**src/rtl/fwnoc_rr_arb.sv**
```systemverilog
// fwnoc_rr_arb: packet-level round-robin arbiter.
// Holds grant from header to last payload beat.
module fwnoc_rr_arb #(
  parameter int N_PORTS = 4,
  parameter int WIDTH = 32,
  localparam int GW = $clog2(N_PORTS)
) (
  input  logic                     clock,
  input  logic                     reset,
  input  logic [N_PORTS*WIDTH-1:0] i_dat,
  input  logic [N_PORTS-1:0]       i_valid,
  output logic [N_PORTS-1:0]       i_ready,
  output logic [WIDTH-1:0]         o_dat,
  output logic                     o_valid,
  input  logic                     o_ready,
  output logic [GW-1:0]            gnt,
  output logic                     busy
);

  typedef enum logic {
    IDLE,
    LOCKED
  } state_t;

  state_t      state;
  logic [GW-1:0] prio;
  logic [GW-1:0] owner;
  logic [7:0]  remain;

  logic [GW-1:0] win;
  logic [GW-1:0] sel;
  logic [GW:0]   idx;
  logic          found;
  logic          locked;
  logic          xfer;

  function automatic logic [GW-1:0] next_port(
    input logic [GW-1:0] p
  );
    if (p == GW'(N_PORTS - 1)) return '0;
    return p + GW'(1);
  endfunction

  // first valid port scanning from prio, wrapping
  always_comb begin
    found = 1'b0;
    win   = '0;
    idx   = '0;
    for (int i = 0; i < N_PORTS; i++) begin
      idx = {1'b0, prio} + (GW+1)'(i);
      if (idx >= (GW+1)'(N_PORTS))
        idx = idx - (GW+1)'(N_PORTS);
      if (!found && i_valid[idx[GW-1:0]]) begin
        found = 1'b1;
        win   = idx[GW-1:0];
      end
    end
  end

  // zero-cycle mux and handshake steering
  always_comb begin
    locked  = (state == LOCKED);
    sel     = locked ? owner : win;
    o_dat   = '0;
    i_ready = '0;
    for (int k = 0; k < N_PORTS; k++) begin
      if (sel == GW'(k)) begin
        o_dat      = i_dat[k*WIDTH +: WIDTH];
        i_ready[k] = o_ready & ~reset
                   & (locked | found);
      end
    end
    o_valid = ~reset
            & (locked ? i_valid[owner] : found);
    gnt     = reset ? '0 : sel;
    busy    = ~reset & locked;
    xfer    = o_valid & o_ready;
  end

  // packet lock tracking and priority rotation
  always_ff @(posedge clock) begin
    if (reset) begin
      state  <= IDLE;
      prio   <= '0;
      owner  <= '0;
      remain <= '0;
    end else if (xfer) begin
      case (state)
        IDLE: begin
          if (o_dat[7:0] == 8'd0) begin
            prio <= next_port(win);
          end else begin
            state  <= LOCKED;
            owner  <= win;
            remain <= o_dat[7:0];
          end
        end
        LOCKED: begin
          remain <= remain - 8'd1;
          if (remain == 8'd1) begin
            state <= IDLE;
            prio  <= next_port(owner);
          end
        end
        default: state <= IDLE;
      endcase
    end
  end

endmodule

```
**config.mk**
```make
export PLATFORM = sky130hd
export DESIGN_NAME = fwnoc_rr_arb
export DESIGN_NICKNAME = d
export VERILOG_FILES = /design/src/rtl/fwnoc_rr_arb.sv
export SDC_FILE = /design/constraint.sdc
export NUM_CORES = 1
export LEC_CHECK = 0
export CAP_MARGIN = 10
export CORE_MARGIN = 10
export CORE_UTILIZATION = 39
export CTS_BUF_LIST = sky130_fd_sc_hd__clkbuf_4 sky130_fd_sc_hd__clkbuf_8 sky130_fd_sc_hd__clkbuf_16
export CTS_CLUSTER_DIAMETER = 80
export CTS_CLUSTER_SIZE = 16
export DETAILED_ROUTE_END_ITERATION = 6
export PLACE_DENSITY_LB_ADDON = 0.2
export SLEW_MARGIN = 5
export SYNTH_ARGS = -nofsm -noshare
export SYNTH_HDL_FRONTEND = slang
export SYNTH_SLANG_ARGS = --single-unit
```
**constraint.sdc**
```tcl
create_clock -name clock -period 4.54 [get_ports clock]
set_input_delay 0.908 -clock clock [delete_from_list [all_inputs] [get_ports clock]]
set_output_delay 0.908 -clock clock [all_outputs]
set_load 0.01 [all_outputs]
```
==> reports/summary.txt, run 1 <==
Worst Setup Path Type: primary input to output pin
Final Critical Period: 4410 ps
Worst setup EP type: output pin
Dominant cell type by area after synthesis: nand2_1
Max-slew violations: 0
Initial Util: 40.7%
Final Hold Fails: 0
Fin area: 4450 sq um
Final setup skew: 0.908 ps
Crit path max-delay cell type: clkdlybuf4s50_1
Core box area: 5990 sq um
Largest net degree at the start of global routing: 44
CTS tree: done
Number of global-route vias before repair: 3158
Die X: 99.1 um
Total Routing Usage GR: 22.2%
Register area share after synthesis: 10.7%
Max clock buf depth: 2
# clock sinks: 13
FFs w/ async S/R, synth: 0%
Worst path arrival time: 3500 ps
Synthesized cell area: 2440 sq um
Synth cell types: 63
Rel. slew slack: 66.9%
Port bufs: 174
Grt total ovfl: 0
Final-stage net count: 698
# IOs: 175
Area after DPL: 4320 sq um
Yosys top cell area share: 18.8%
Die footprint: 9810 sq um
Max Cap Viol: 0
Worst vdd ir: 0.000168 V
Detailed Place HPWL: 9.86 mm
Root buffer cell: clkbuf_8
Most used DFF post-synth: dfxtp_1
Register bit total from synthesis: 13
Static leakage: 1.88 nW
Util after Layout: 74.3%
First-pass GRT wire length: 18.0 mm
Gp weighted congestion: 0.980
Hold-fix buffer count after cts: 0
Initial antenna violation count: 0
Final count of negative-setup-slack endpoints: 0
TritonCTS Buffers: 3
Post-synth EDFFs: 0
Startpoint types: primary input
Crit path largest cell delay: 500 ps
Status: completed
Final period util: 97.1%
Post-synthesis average cell area: 6.27 sq um
P&R area growth vs syn: 82.6%
Mapped Cells: 389
Hold WC Path Type: register to register
DRT Wirelength: 12.5 mm
H-tree depth: 1
Die Ht: 99.1 um
Fin Hold WS: 494 ps
Vias: 3563
Clk pin slew, worst setup/hold paths: 60 ps
Residual DRC: 0
DRT Pass-1 Iters: 4
RSZ-0062 raised after global routing: no
Setup_tns: 0 ps
Most frequent CP cell: clkdlybuf4s50_1
Ys Warns: 0
Crit-path max FO: 7
Via/cell ratio: 5.62
CP required: 3630 ps
Clk_lat worst skew: 250 ps
Crit-path cells: clkdlybuf4s50_1 -> buf_4 -> mux2_4 -> or4_4 -> a2111oi_4 -> or2b_4 -> nor3_1 -> clkdlybuf4s50_1
Max frequency: 0.227 GHz
Power Density: 195 nW/um^2
Commonest non-fill, non-tap cell in the layout: clkdlybuf4s50_1
Most frequent cells in the layout: 171 x clkdlybuf4s50_1, 122 x nand2_1, 31 x and3_1
DR iter-0 viols: 253
Drt wl/cell: 19.7 um
Synth Net Count: 527
Top cells by area, synth: nand2_1 19%, dfxtp_1 11%, and3_1 8.0%
ANT cells: 0
Proportion of layout cells with a drive suffix above 1: 9.84%
Worst-Margin Slew: 495 ps
Core Rows: 28
ANT nets after route: 0
[final cells by class]
| type | instances | area, sq um |
|---|---|---|
| fillers | 473 | 1540 |
| flip-flops and latches | 13 | 260 |
| multi-input cells | 330 | 1990 |
| well taps | 75 | 93.8 |
| clock buffers | 4 | 48.8 |
| repair buffers | 196 | 1990 |
| inverters | 16 | 60.1 |
[worst max-delay path: cells and delay by family]
family	cells	cell delay (ps)
AO/OA/AOI/OAI	1	430
buffers and inverters	3	1160
multiplexers	1	270
AND/OR/NAND/NOR	3	740
[registers in the layout, indices dropped and copies added, names as in the netlist, named ones only]
signal  flops
locked      1
owner       2
remain      8
prio        1
[per-stage QoR]
stage	std cells	setup WS, ps	power, mW
2_1_floorplan	389	848	0.412
4_1_cts	629	73.8	0.851
3_5_place_dp	625	75.1	0.733
5_1_grt	634	41.4	0.918
6_report	634	131	0.869
3_3_place_gp	625	109	0.724
[metal layers]
metal	track usage (%)	share of wire (%)	wire [um]	vias up
li1	-	-	-	1714
met1	27.1	39	4900	1661
met2	39.8	51	6330	179
met3	4.26	9.2	1150	9
met4	3.53	0.80	100	0
met5	0	0	0	-
[cells by family after synthesis]
kind of cell	synth area share, %
xor gates and xnor gates	0.359
AOI/OAI and AO/OA	25.5
and+or+nand+nor	44.1
adders and majority gates	1.95
muxes	9.50
DFF	10.7
buffers and inverters	7.91
[where the power goes]
part	leakage (nW)	internal, mW	switching (mW)
Sequential	0.106	0.123	0.0122
Combinational	1.75	0.339	0.277
Clock	0.0262	0.0683	0.0490
[worst paths after layout]
path,to,cells past startpoint,startpoint,slack (ps)
max,i_ready[2],8,i_valid[2],130
min,remain[2]$_SDFFE_PP0P_,2,remain[2]$_SDFFE_PP0P_,490
max reg2reg,remain[5]$_SDFFE_PP0P_,9,prio[1]$_SDFFE_PP0P_,1520
min reg2reg,remain[2]$_SDFFE_PP0P_,2,remain[2]$_SDFFE_PP0P_,490
[cells in the mapped netlist, drive strengths merged (7+ instances only)]
| cell | count |
|---|---|
| and3 | 31 |
| a31oi | 28 |
| nand2 | 122 |
| dfxtp | 13 |
| nand3 | 8 |
| o21ai | 8 |
| nor3 | 10 |
| a21oi | 16 |
| mux2i | 11 |
| nor2 | 19 |
| inv | 16 |
| buf | 17 |
| nand2b | 7 |
| mux2 | 7 |
| clkbuf | 13 |
[what timing repair did]
item	in CTS	in global routing
resized for setup	0	6
setup buffers	0	4
setup endpoints to repair	0	29
Power figures use the tool's default switching activity.
==> inputs of run 2 (changes only) <==
CORE_MARGIN = 2   (was 10)
==> run 2 against run 1 <==
Compared with the run above:
- highest routed layer unchanged
- routed wire length is 8.6% lower
- critical endpoint is now o_dat[23]
- largest cell class is now multi-input combinational cells
- register-to-register slack got worse by 70 ps
- non-clock buffer count rose by 1
- clock skew is 2.5 ps higher
- sequential power about the same
- core utilization decreased by 0.31 points
- flip-flop and latch count is the same
- power down 1.2%
- clock power is 7% lower
- largest power group unchanged
- clock-buffer cell count is 1 lower
==> reports/summary.txt, run 2 (same netlist as run 1, synthesis figures left out) <==
Status: completed
Worst path arrival time: 3530 ps
Most frequent cells in the layout: 173 x clkdlybuf4s50_1, 122 x nand2_1, 31 x and3_1
Multi-input combinational cell area: 2010 sq um
Hold-fix buffer count after cts: 0
Final period util: 97.7%
Static leakage: 1.85 nW
Crit path largest cell delay: 570 ps
Internal power: 0.520 mW
Commonest non-fill, non-tap cell in the layout: clkdlybuf4s50_1
Most flops, register: remain
Fin Hold WS: 500 ps
Core Rows: 28
Total Routing Usage GR: 30.6%
Sw frac: 39.4%
Hold Path Stages: 2
Worst Setup Path Type: primary input to output pin
Number of global-route vias before repair: 3391
CTS tree: done
Rel. slew slack: 52.5%
P&R area growth vs syn: 81.8%
Seq pwr share: 16.0%
ANT cells: 0
Setup_tns: 0 ps
Drt wl/cell: 17.9 um
DRT Pass-1 Iters: 5
Biggest regs: remain: 8 flops, owner: 2 flops
Reg2reg path depth: 10
Die X: 83.1 um
Max Cap Viol: 0
Crit path max-delay cell type: clkdlybuf4s50_1
TritonCTS Buffers: 3
Final Hold Fails: 0
Grt total ovfl: 0
Max clock buf depth: 2
Most frequent CP cell: clkdlybuf4s50_1
# IOs: 175
Power Density: 194 nW/um^2
Startpoint types: primary input
Detailed Place HPWL: 8.82 mm
Final-stage net count: 700
Die footprint: 6900 sq um
Initial Util: 40.7%
Port bufs: 174
Root buffer cell: clkbuf_8
Worst setup EP type: output pin
Util after Layout: 74.0%
DRT Wirelength: 11.4 mm
Vias: 3606
H-tree depth: 1
Clk_lat worst skew: 250 ps
CP required: 3630 ps
Final Critical Period: 4440 ps
Via/cell ratio: 5.67
Combinational share of power: 71.3%
Max reg flops: 8
Worst-Margin Slew: 712 ps
Largest net degree at the start of global routing: 37
FF/Latch Area: 260 sq um
Crit-path max FO: 18
Max-slew violations: 0
Final count of negative-setup-slack endpoints: 0
Residual DRC: 0
DR iter-0 viols: 224
Clock Power Share: 12.7%
First-pass GRT wire length: 17.5 mm
Proportion of layout cells with a drive suffix above 1: 10.2%
Worst vdd ir: 0.000173 V
Fill cell count: 499
Hold WC Path Type: register to register
# clock sinks: 13
Core box area: 5990 sq um
Die Ht: 83.1 um
Final setup skew: 3.42 ps
Gp weighted congestion: 0.980
ANT nets after route: 0
Sw Pwr: 0.338 mW
Initial antenna violation count: 0
Clk pin slew, worst setup/hold paths: 60 ps
Max frequency: 0.225 GHz
Crit-path cells: clkdlybuf4s50_1 -> or3b_1 -> o221a_4 -> mux2i_4 -> buf_12 -> buf_4 -> nand2_1 -> and3_1 -> a31oi_1 -> clkdlybuf4s50_1
Total power: 0.858 mW
run 2: cell count changes in the layout (fill, tap and decap cells not counted), moves of 2 or more:
cell | before | now
buf_12 | 5 | 2
buf_4 | 16 | 19
a31oi_1 | 27 | 25
a31oi_2 | 0 | 2
clkdlybuf4s50_1 | 171 | 173
dlymetal6s2s_1 | 3 | 1
run 2: layout make-up:
class,instances,share of cell area [%]
Tap cell,75,2.12
Timing Repair Buffer,197,44.3
Inverter,16,1.36
Clock buffer,3,0.932
Multi-Input combinational cell,331,45.3
Clock inverter,1,0.113
Sequential cell,13,5.87
run 2: repair_timing:
action | 4_1_cts | 5_1_grt
setup buffers | 0 | 2
hold endpoints to repair | 0 | 0
setup endpoints to repair | 0 | 25
gates resized for setup | 0 | 4
run 2: final timing paths:
kind	slack [ps]	to	startpoint
setup reg to reg	1450	remain[5]$_SDFFE_PP0P_	prio[1]$_SDFFE_PP0P_
hold / removal	500	remain[2]$_SDFFE_PP0P_	remain[2]$_SDFFE_PP0P_
setup / recovery	100	o_dat[23]	i_valid[2]
hold reg to reg	500	remain[2]$_SDFFE_PP0P_	remain[2]$_SDFFE_PP0P_
run 2: power groups by stage:
| stage | clock network [mW] | logic [mW] | registers, mW |
|---|---|---|---|
| 5_1_grt | 0.116 | 0.654 | 0.138 |
| 3_3_place_gp | 0 | 0.585 | 0.138 |
| 3_5_place_dp | 0 | 0.590 | 0.138 |
| 6_report | 0.109 | 0.612 | 0.137 |
| 2_1_floorplan | 0 | 0.280 | 0.132 |
| 4_1_cts | 0.111 | 0.595 | 0.136 |
run 2: routing by layer:
layer,global-route usage [%],vias to the layer above,routed length (um)
met5,0,-,0
met4,8.64,0,274
met3,4.27,25,914
met2,51.2,185,5480
met1,41.1,1669,4740
li1,-,1727,-
run 2: critical path: cells and delay by family:
kind	cells	cell delay, ps
AOI/OAI and AO/OA	2	320
buffers and inverters	4	1490
muxes	1	210
and+or+nand+nor	3	600
run 2: metrics by stage:
stage                     cell area (sq um)  std cells  worst slack [ps]
after floorplan                        2440        389               848
after global placement                 4320        628               125
after detailed placement               4320        628              81.1
after CTS                              4360        632              63.3
after global routing                   4430        636             -3.02
final                                  4430        636               103
